### src/rtl/easy_serial_in.sv
// easy_serial_in: receives SEND/SDATA frames (LSB first) from the alarm
// transmitter and publishes a message once it has been seen in CONFIRM
// consecutive identical good frames. Malformed frames pulse frame_err, and
// link_lost is held while no good frame has arrived for TIMEOUT cycles.
//
// state   | meaning
// --------+----------------------------------------------------------
// S_IDLE  | waiting for the first SEND-high edge of a frame
// S_RECV  | shifting in bits; the first SEND-low edge decides the frame
// S_DRAIN | overlong frame already flagged, waiting for SEND to drop
module easy_serial_in #(
  parameter int WIDTH   = 4,
  parameter int CONFIRM = 2,
  parameter int TIMEOUT = 64
) (
  input  logic             CLK,
  input  logic             RST_n,
  input  logic             SEND,
  input  logic             SDATA,
  output logic [WIDTH-1:0] msg,
  output logic             msg_valid,
  output logic             frame_err,
  output logic             link_lost
);

  localparam int CW = $clog2(WIDTH + 1);
  localparam int MW = $clog2(CONFIRM + 1);
  localparam int TW = $clog2(TIMEOUT + 1);

  localparam logic [CW-1:0] CNT_FULL  = CW'(WIDTH);
  localparam logic [MW-1:0] CONF_MAX  = MW'(CONFIRM);
  localparam logic [TW-1:0] TMO_MAX   = TW'(TIMEOUT);
  localparam logic [TW-1:0] TMO_LAST  = TW'(TIMEOUT - 1);

  typedef enum logic [1:0] {
    S_IDLE  = 2'd0,
    S_RECV  = 2'd1,
    S_DRAIN = 2'd2
  } state_t;

  state_t           state;
  state_t           state_nxt;

  logic [CW-1:0]    bit_cnt;
  logic [WIDTH-1:0] shreg;
  logic [WIDTH-1:0] first_word;
  logic [WIDTH-1:0] shreg_ins;

  logic [WIDTH-1:0] cand;
  logic [MW-1:0]    match_cnt;
  logic [MW-1:0]    match_inc;
  logic             same_cand;
  logic             reached;
  logic             publish;
  logic             have_msg;

  // Set when the link is lost and held until the next publication, so that a
  // value re-confirmed after a loss is always announced again, even though
  // link_lost itself is already cleared by the first good frame.
  logic             relink;

  logic [TW-1:0]    tmo_cnt;
  logic             loss_evt;

  logic             start_frame;
  logic             store_bit;
  logic             good_frame;
  logic             err_frame;

  // FSM state register
  always_ff @(posedge CLK or negedge RST_n) begin
    if (!RST_n) begin
      state <= S_IDLE;
    end else begin
      state <= state_nxt;
    end
  end

  // FSM next-state decision from SEND and the bit count
  always_comb begin
    state_nxt = state;
    case (state)
      S_IDLE: begin
        if (SEND) state_nxt = S_RECV;
      end
      S_RECV: begin
        if (SEND && (bit_cnt == CNT_FULL)) state_nxt = S_DRAIN;
        else if (!SEND)                    state_nxt = S_IDLE;
      end
      S_DRAIN: begin
        if (!SEND) state_nxt = S_IDLE;
      end
      default: state_nxt = S_IDLE;
    endcase
  end

  // FSM outputs: per-edge frame events consumed by the datapath
  always_comb begin
    start_frame = 1'b0;
    store_bit   = 1'b0;
    good_frame  = 1'b0;
    err_frame   = 1'b0;
    case (state)
      S_IDLE: begin
        start_frame = SEND;
      end
      S_RECV: begin
        if (SEND) begin
          if (bit_cnt == CNT_FULL) err_frame = 1'b1;
          else                     store_bit = 1'b1;
        end else begin
          if (bit_cnt == CNT_FULL) good_frame = 1'b1;
          else                     err_frame  = 1'b1;
        end
      end
      default: ;
    endcase
  end

  // Next shift-register contents for the first bit and for a later bit
  always_comb begin
    first_word    = '0;
    first_word[0] = SDATA;
    shreg_ins     = shreg;
    for (int i = 0; i < WIDTH; i++) begin
      if (bit_cnt == CW'(i)) shreg_ins[i] = SDATA;
    end
  end

  // Bit counter and shift register
  always_ff @(posedge CLK or negedge RST_n) begin
    if (!RST_n) begin
      bit_cnt <= '0;
      shreg   <= '0;
    end else if (start_frame) begin
      bit_cnt <= CW'(1);
      shreg   <= first_word;
    end else if (store_bit) begin
      bit_cnt <= bit_cnt + CW'(1);
      shreg   <= shreg_ins;
    end else if (good_frame || err_frame) begin
      bit_cnt <= '0;
    end
  end

  // Confirm decision for the frame held in shreg at the decision edge.
  // "Reached" means the count arrives at CONFIRM on this frame, not that it
  // was already saturated there by earlier identical frames.
  always_comb begin
    same_cand = (shreg == cand) && (match_cnt != '0);
    if (same_cand) begin
      match_inc = (match_cnt == CONF_MAX) ? match_cnt : match_cnt + MW'(1);
    end else begin
      match_inc = MW'(1);
    end
    reached = good_frame && (match_inc == CONF_MAX) &&
              !(same_cand && (match_cnt == CONF_MAX));
    publish = reached &&
              ((shreg != msg) || !have_msg || link_lost || relink);
  end

  // Candidate and match count; an error frame or a link loss restarts
  // the confirmation sequence
  always_ff @(posedge CLK or negedge RST_n) begin
    if (!RST_n) begin
      cand      <= '0;
      match_cnt <= '0;
    end else if (err_frame || loss_evt) begin
      match_cnt <= '0;
    end else if (good_frame) begin
      cand      <= shreg;
      match_cnt <= match_inc;
    end
  end

  // Published message, strobes and the published-state flags
  always_ff @(posedge CLK or negedge RST_n) begin
    if (!RST_n) begin
      msg       <= '0;
      msg_valid <= 1'b0;
      frame_err <= 1'b0;
      have_msg  <= 1'b0;
      relink    <= 1'b0;
    end else begin
      msg_valid <= publish;
      frame_err <= err_frame;
      if (publish) begin
        msg    <= shreg;
        relink <= 1'b0;
      end else if (loss_evt) begin
        relink <= 1'b1;
      end
      if (reached) have_msg <= 1'b1;
    end
  end

  // Loss is the single edge where the idle count steps onto TIMEOUT
  assign loss_evt = !good_frame && (tmo_cnt == TMO_LAST);

  // Cycles since the last good frame, and the link_lost level
  always_ff @(posedge CLK or negedge RST_n) begin
    if (!RST_n) begin
      tmo_cnt   <= '0;
      link_lost <= 1'b0;
    end else if (good_frame) begin
      tmo_cnt   <= '0;
      link_lost <= 1'b0;
    end else begin
      if (tmo_cnt != TMO_MAX) tmo_cnt <= tmo_cnt + TW'(1);
      if (loss_evt)           link_lost <= 1'b1;
    end
  end

endmodule

### config.mk
export PLATFORM = sky130hd
export DESIGN_NAME = easy_serial_in
export DESIGN_NICKNAME = d
export VERILOG_FILES = /design/src/rtl/easy_serial_in.sv
export SDC_FILE = /design/constraint.sdc
export NUM_CORES = 1
export LEC_CHECK = 0
export BUFFER_PORTS_ARGS = -buffer_cell sky130_fd_sc_hd__clkbuf_2
export CAP_MARGIN = 20
export CORE_AREA = 10 10 67 69
export DETAILED_ROUTE_END_ITERATION = 8
export DIE_AREA = 0 0 77 79
export GPL_TIMING_DRIVEN = 1
export PLACE_DENSITY_LB_ADDON = 0.15
export SYNTH_ARGS = -nofsm -noshare
export SYNTH_HDL_FRONTEND = slang
export SYNTH_SLANG_ARGS = --single-unit
### constraint.sdc
create_clock -name CLK -period 3.27 [get_ports CLK]
set_input_delay 0.8175 -clock CLK [delete_from_list [all_inputs] [get_ports CLK]]
set_output_delay 0.8175 -clock CLK [all_outputs]
set_load 0.005 [all_outputs]
[Yosys cells after proc, flatten, opt, wreduce, memory -nomap -nowiden]
Cells that the tools add are included.
Cells by class
  $add $sub $neg: 3
  equal/unequal tests: 13
  mux-type cells: 31
  bitwise gates (word level): 1
  reduce and logical (&&, ||, !) cells: 33
Operators with widths (number)
  nonzero test 2 bit: 10
  two-way mux 1 bit: 16
  two-way mux 2 bit: 7
  two-way mux 7 bit: 2
  AND reduction 2 bit: 5
  two-way mux 3 bit: 3
  two-way mux 4 bit: 2
  adder 7 x 1 -> 7 bit, second input constant: 1
  equality test 7 x 6 -> 1 bit, second input constant: 1
  logical AND 1 bit: 7
  != test 7 bit, second input constant: 1
  equality test 2 bit, second input constant: 3
  equality test 3 x 2 -> 1 bit, second input constant: 2
  one-hot mux 2 bit (3 select lines): 1
  logical OR 1 bit: 5
  equality test 4 bit: 1
  != test 4 bit: 1
  adder 3 x 1 -> 3 bit, second input constant: 1
  equality test 3 x 1 -> 1 bit, second input constant: 1
  equality test 3 bit, second input constant: 1
  logical NOT 1 bit: 3
  logical NOT 3 bit: 1
  nonzero test 3 bit: 1
  adder 2 x 1 -> 2 bit, second input constant: 1
  4 further kinds: 4
Storage, ports and cells
  bits in registers: 31
  input port bits: 4
  logic and storage cells: 96

[Depth between registers and ports, before layout]
  depth after elaboration: 9
  depth in mapped cells: 10
  depth with buffers taken out: 8

[Worst setup path after synthesis]
No wires, ideal clock.
  path kind: input to register
  start: input SEND
  end: register msg[0]
  library setup time: 125 ps
  data arrival time: 1851 ps
  data required time: 3145 ps
  setup slack: 1294 ps
  stages: 7
  buffers on the path: 2
  cells stage by stage: inv_1 > ha_1 > and2_4 > buf_6 > and4_4 > buf_6 > mux2_4
On the way
  longest elaborated chain between the ends: 5
RTL lines
  from (decl): RTL line 18  | input logic SEND,
  two-way mux 1 bit: RTL line 108  | if (SEND) begin
  two-way mux 1 bit: RTL line 103  | case (state)
  logical AND 1 bit (2 in a row): RTL line 156  | reached = good_frame && (match_inc == CONF_MAX) &&
  logical AND 1 bit: RTL line 158  | publish = reached &&
  to (signal assigned): RTL line 188  | msg <= shreg;
  to (decl): RTL line 20  | output logic [WIDTH-1:0] msg,
No other way between the ends.
A chain may end at the register's enable or synchronous reset.

[Final worst setup path]
  start: register bit_cnt[0]
  end: register cand[2]
On the way
  longest elaborated chain between the ends: 9
RTL lines
  from (decl): RTL line 44  | logic [CW-1:0] bit_cnt;
  from (signal assigned): RTL line 139  | bit_cnt <= bit_cnt + CW'(1);
  equality test 3 bit (*): RTL line 109, 112
  two-way mux 1 bit: RTL line 109, 112
  two-way mux 1 bit: RTL line 108
  two-way mux 1 bit: RTL line 103
  logical NOT 1 bit: RTL line 198  | assign loss_evt = !good_frame && (tmo_cnt == TMO_LAST);
  logical AND 1 bit: RTL line 198
  logical OR 1 bit: RTL line 168  | end else if (err_frame || loss_evt) begin
  NOT 1 bit (no line)
  AND reduction 2 bit (no line) (*)
  to (signal assigned): RTL line 171  | cand <= shreg;
  to (decl): RTL line 49  | logic [WIDTH-1:0] cand;
Mark *: on every way between the ends. The rest lies on a longest branch, timed or not.

==> results by group <==
Run status
  • Status: completed

GRT
  • Initial antenna violation count: 0
  • First-pass GRT wire length: 5285 µm
  • Vias in the first global route: 1155
  • GRT Total Usage: 10.85%
  • Pin count of the biggest net entering global routing: 32
  • Grt ovf: 0

Pwr
  • Net Switching: 374.8 µW
  • Gate power share: 24.0%
  • Reg power frac: 48.4%
  • Clock network fraction of total power: 27.6%
  • Cell-internal power: 781.1 µW
  • Final Total Pwr: 1156 µW
  • Pleak: 0.0008826 µW
  • Max VDD drop: 0.2952 mV
  • PwrDens: 640.6 nW/µm²
  • Switching share of power: 32.42%

Layout
  • Fill cells: 300
  • Antenna Cells: 0
  • Nets: 178
  • Layout cells sized above 1: 20.99%
  • Area Overhead vs Synth: 9.741%
  • Post-route cell area: 1804 µm²

Die
  • Core area: 3232 µm²
  • IO Pins: 11
  • Die area: 6083 µm²
  • Die W: 77 µm
  • Die Ht: 79 µm
  • FP Rows: 21
  • Starting Density: 50.87%

Routing
  • Wire per inst: 14.57 µm
  • Number of nets with antenna violations after routing: 0
  • Routed Wire Length: 3030 µm
  • Initial detailed-routing violation count: 39
  • Vias per cell: 5.303
  • DRC Markers: 0
  • Via count: 1103
  • DRT Pass-1 Iters: 4

Timing
  • Fin Setup TNS: 0 ps
  • Final cycle utilization of the critical path: 62.58%
  • RSZ-0062 raised after global routing: false
  • Endpoints failing setup: 0
  • Hold Fails Final Rpt: 0
  • Skew final: 8.098 ps
  • Min cycle time layout: 2046 ps
  • Hold WS: 477.5 ps
  • Worst-margin pin slew: 774.2 ps
  • Fmax: 0.4887 GHz
  • Slew Limit Fails: 0
  • Slew headroom: 48.38%

Critical path
  • CP Data Required Time: 3500 ps
  • Crit. End Element: flip-flop
  • Worst-path fanout max: 6
  • FF-to-FF setup slack: 1220 ps
  • Crit Path Category: flip-flop to flip-flop
  • Critical-path cell list: inv_1 > ha_1 > nand2_1 > inv_1 > ha_1 > nand2_1 > nor2_1 > mux2_2
  • Worst reg-to-reg path cell count: 8
  • Crit path DAT: 2280 ps
  • Worst stage delay on the critical path: 410 ps
  • Critical path's slowest cell: dfrtp_1
  • Startpoint Class: flip-flop

Flow run
  • Max-cap violations: 0

Placed design
  • Post-DP HPWL: 2231 µm
  • RD Place Congestion: 0.7677
  • DP Area: 1718 µm²
  • PortBufs: 10

CTS
  • Post-CTS setup buffer count: 0
  • TritonCTS clock tree: yes
  • Post-CTS Resized: 0
  • H-tree Lvls: 2
  • Hold_buf cts: 0
  • Clock network latency to the later pin of the worst-skew pair: 340 ps
  • Clk slew on worst S/H paths: 100 ps
  • TritonCTS Buffers: 5
  • Clk sinks: 31
  • Root Driver: clkbuf_4
  • CTS max path bufs: 2

Logic synthesis
  • Sequential fraction of the synthesis area: 47.18%
  • Most common cell in the netlist: dfrtp_1
  • Synth top area share: 47.18%
  • FFs w/ async S/R, synth: 100.0%
  • Mapped Area: 1644 µm²
  • Synth Warn #: 0
  • Most used DFF post-synth: dfrtp_1
  • Most instantiated cells after synthesis: 31 x dfrtp_1, 13 x ha_1, 12 x nor2_1, 11 x nand2_1, 9 x inv_1
  • Largest cells by area after synthesis: dfrtp_1 47%, ha_1 9.9%, xor2_1 4.3%
  • Leading area contributor after synthesis: dfrtp_1
  • Post-synth EDFFs: 0
  • Post-Syn Area per Cell: 11.18 µm²
  • Mapped Cells: 147
  • #FFs+latches synth: 31
  • Unique masters post-synth: 35
  • Synthesized Nets: 164

Hold path
  • HP Class: flip-flop to flip-flop
  • Hold Crit Depth: 1
area by class of cell:
| cell class | count | area [µm²] | area share (%) |
|---|---|---|---|
| Sequential cell | 31 | 775.7 | 43.00 |
| Tap cell | 46 | 57.56 | 3.190 |
| Clock buffer | 6 | 51.30 | 2.843 |
| Clock inverter | 2 | 35.03 | 1.942 |
| Timing Repair Buffer | 10 | 50.05 | 2.774 |
| Inverter | 9 | 33.78 | 1.872 |
| Multi-Input combinational cell | 104 | 800.8 | 44.38 |
path summary, 6_finish.rpt:
check / end / start
max: cand[2] / bit_cnt[0]
min: have_msg / have_msg
max reg2reg: cand[2] / bit_cnt[0]
min reg2reg: have_msg / have_msg
max in group asynchronous: state[1] / RST_n
min in group asynchronous: tmo_cnt[4] / RST_n
power groups by stage:
stage / clock network (µW) / logic (µW) / registers (µW)
final: 319 / 277 / 560
after global routing: 347 / 324 / 573
after CTS: 329 / 284 / 560
after detailed placement: 0 / 281 / 567
after global placement: 0 / 275 / 563
after floorplan: 0 / 221 / 542
registers in the layout (all words and copies together) (netlist names), 2 cells and up:
signal	cells
match_cnt	2
msg	4
tmo_cnt	7
state	2
shreg	4
cand	4
bit_cnt	3
routing by layer:
metal / track usage [%] / wire length (µm) / share of wire, % / up-vias
met5: 0 / 0 / 0 / -
met4: 5.474 / 68 / 2.2 / 0
met3: 4.505 / 137 / 4.5 / 6
met2: 17.96 / 1470 / 49 / 13
met1: 11.84 / 1354 / 45 / 552
li1: - / - / - / 532
logic make-up (layout without fill, tap and decap cells):
logic type	count (synthesis)	in the layout	synth area share [%]
flip-flops	31	31	47.18
buffers and inverters	12	27	4.109
multiplexers	11	11	8.295
AND/OR/NAND/NOR	52	52	17.35
adder cells (fa/ha/maj)	13	13	9.894
XOR/XNOR	13	13	6.925
AO/OA/AOI/OAI	15	15	6.241
stage by stage:
stage | setup WS [ps] | instances | util [%]
floorplan | 1294 | 147 | -
global placement | 1108 | 200 | 53.16
detailed placement | 1090 | 200 | 53.16
CTS | 1201 | 208 | 55.83
global route | 1025 | 208 | 55.83
finish | 1224 | 208 | 55.83
worst max-delay path, delay by kind of cell (launching register included):
kind,cells,cell delay [ps]
multiplexers,1,380
buffers and inverters,2,210
AND/OR/NAND/NOR,3,550
adder cells (fa/ha/maj),2,370
flip-flops,1,410
cells in the final DEF (no fill, tap or decap), types with 2 or more instances in the layout:
cell and n:
clkbuf_4 5, nor2b_1 2, inv_1 9, xnor2_1 5, clkbuf_2 10, mux2i_1 2
nor4b_1 2, a32o_1 2, dfrtp_1 31, nand2_1 11, nand3_1 6, nor3_1 6
xor2_1 8, mux2_4 4, mux2_2 5, a21oi_1 8, nor2_1 12, ha_1 13
(Power assumes the default switching activity.)
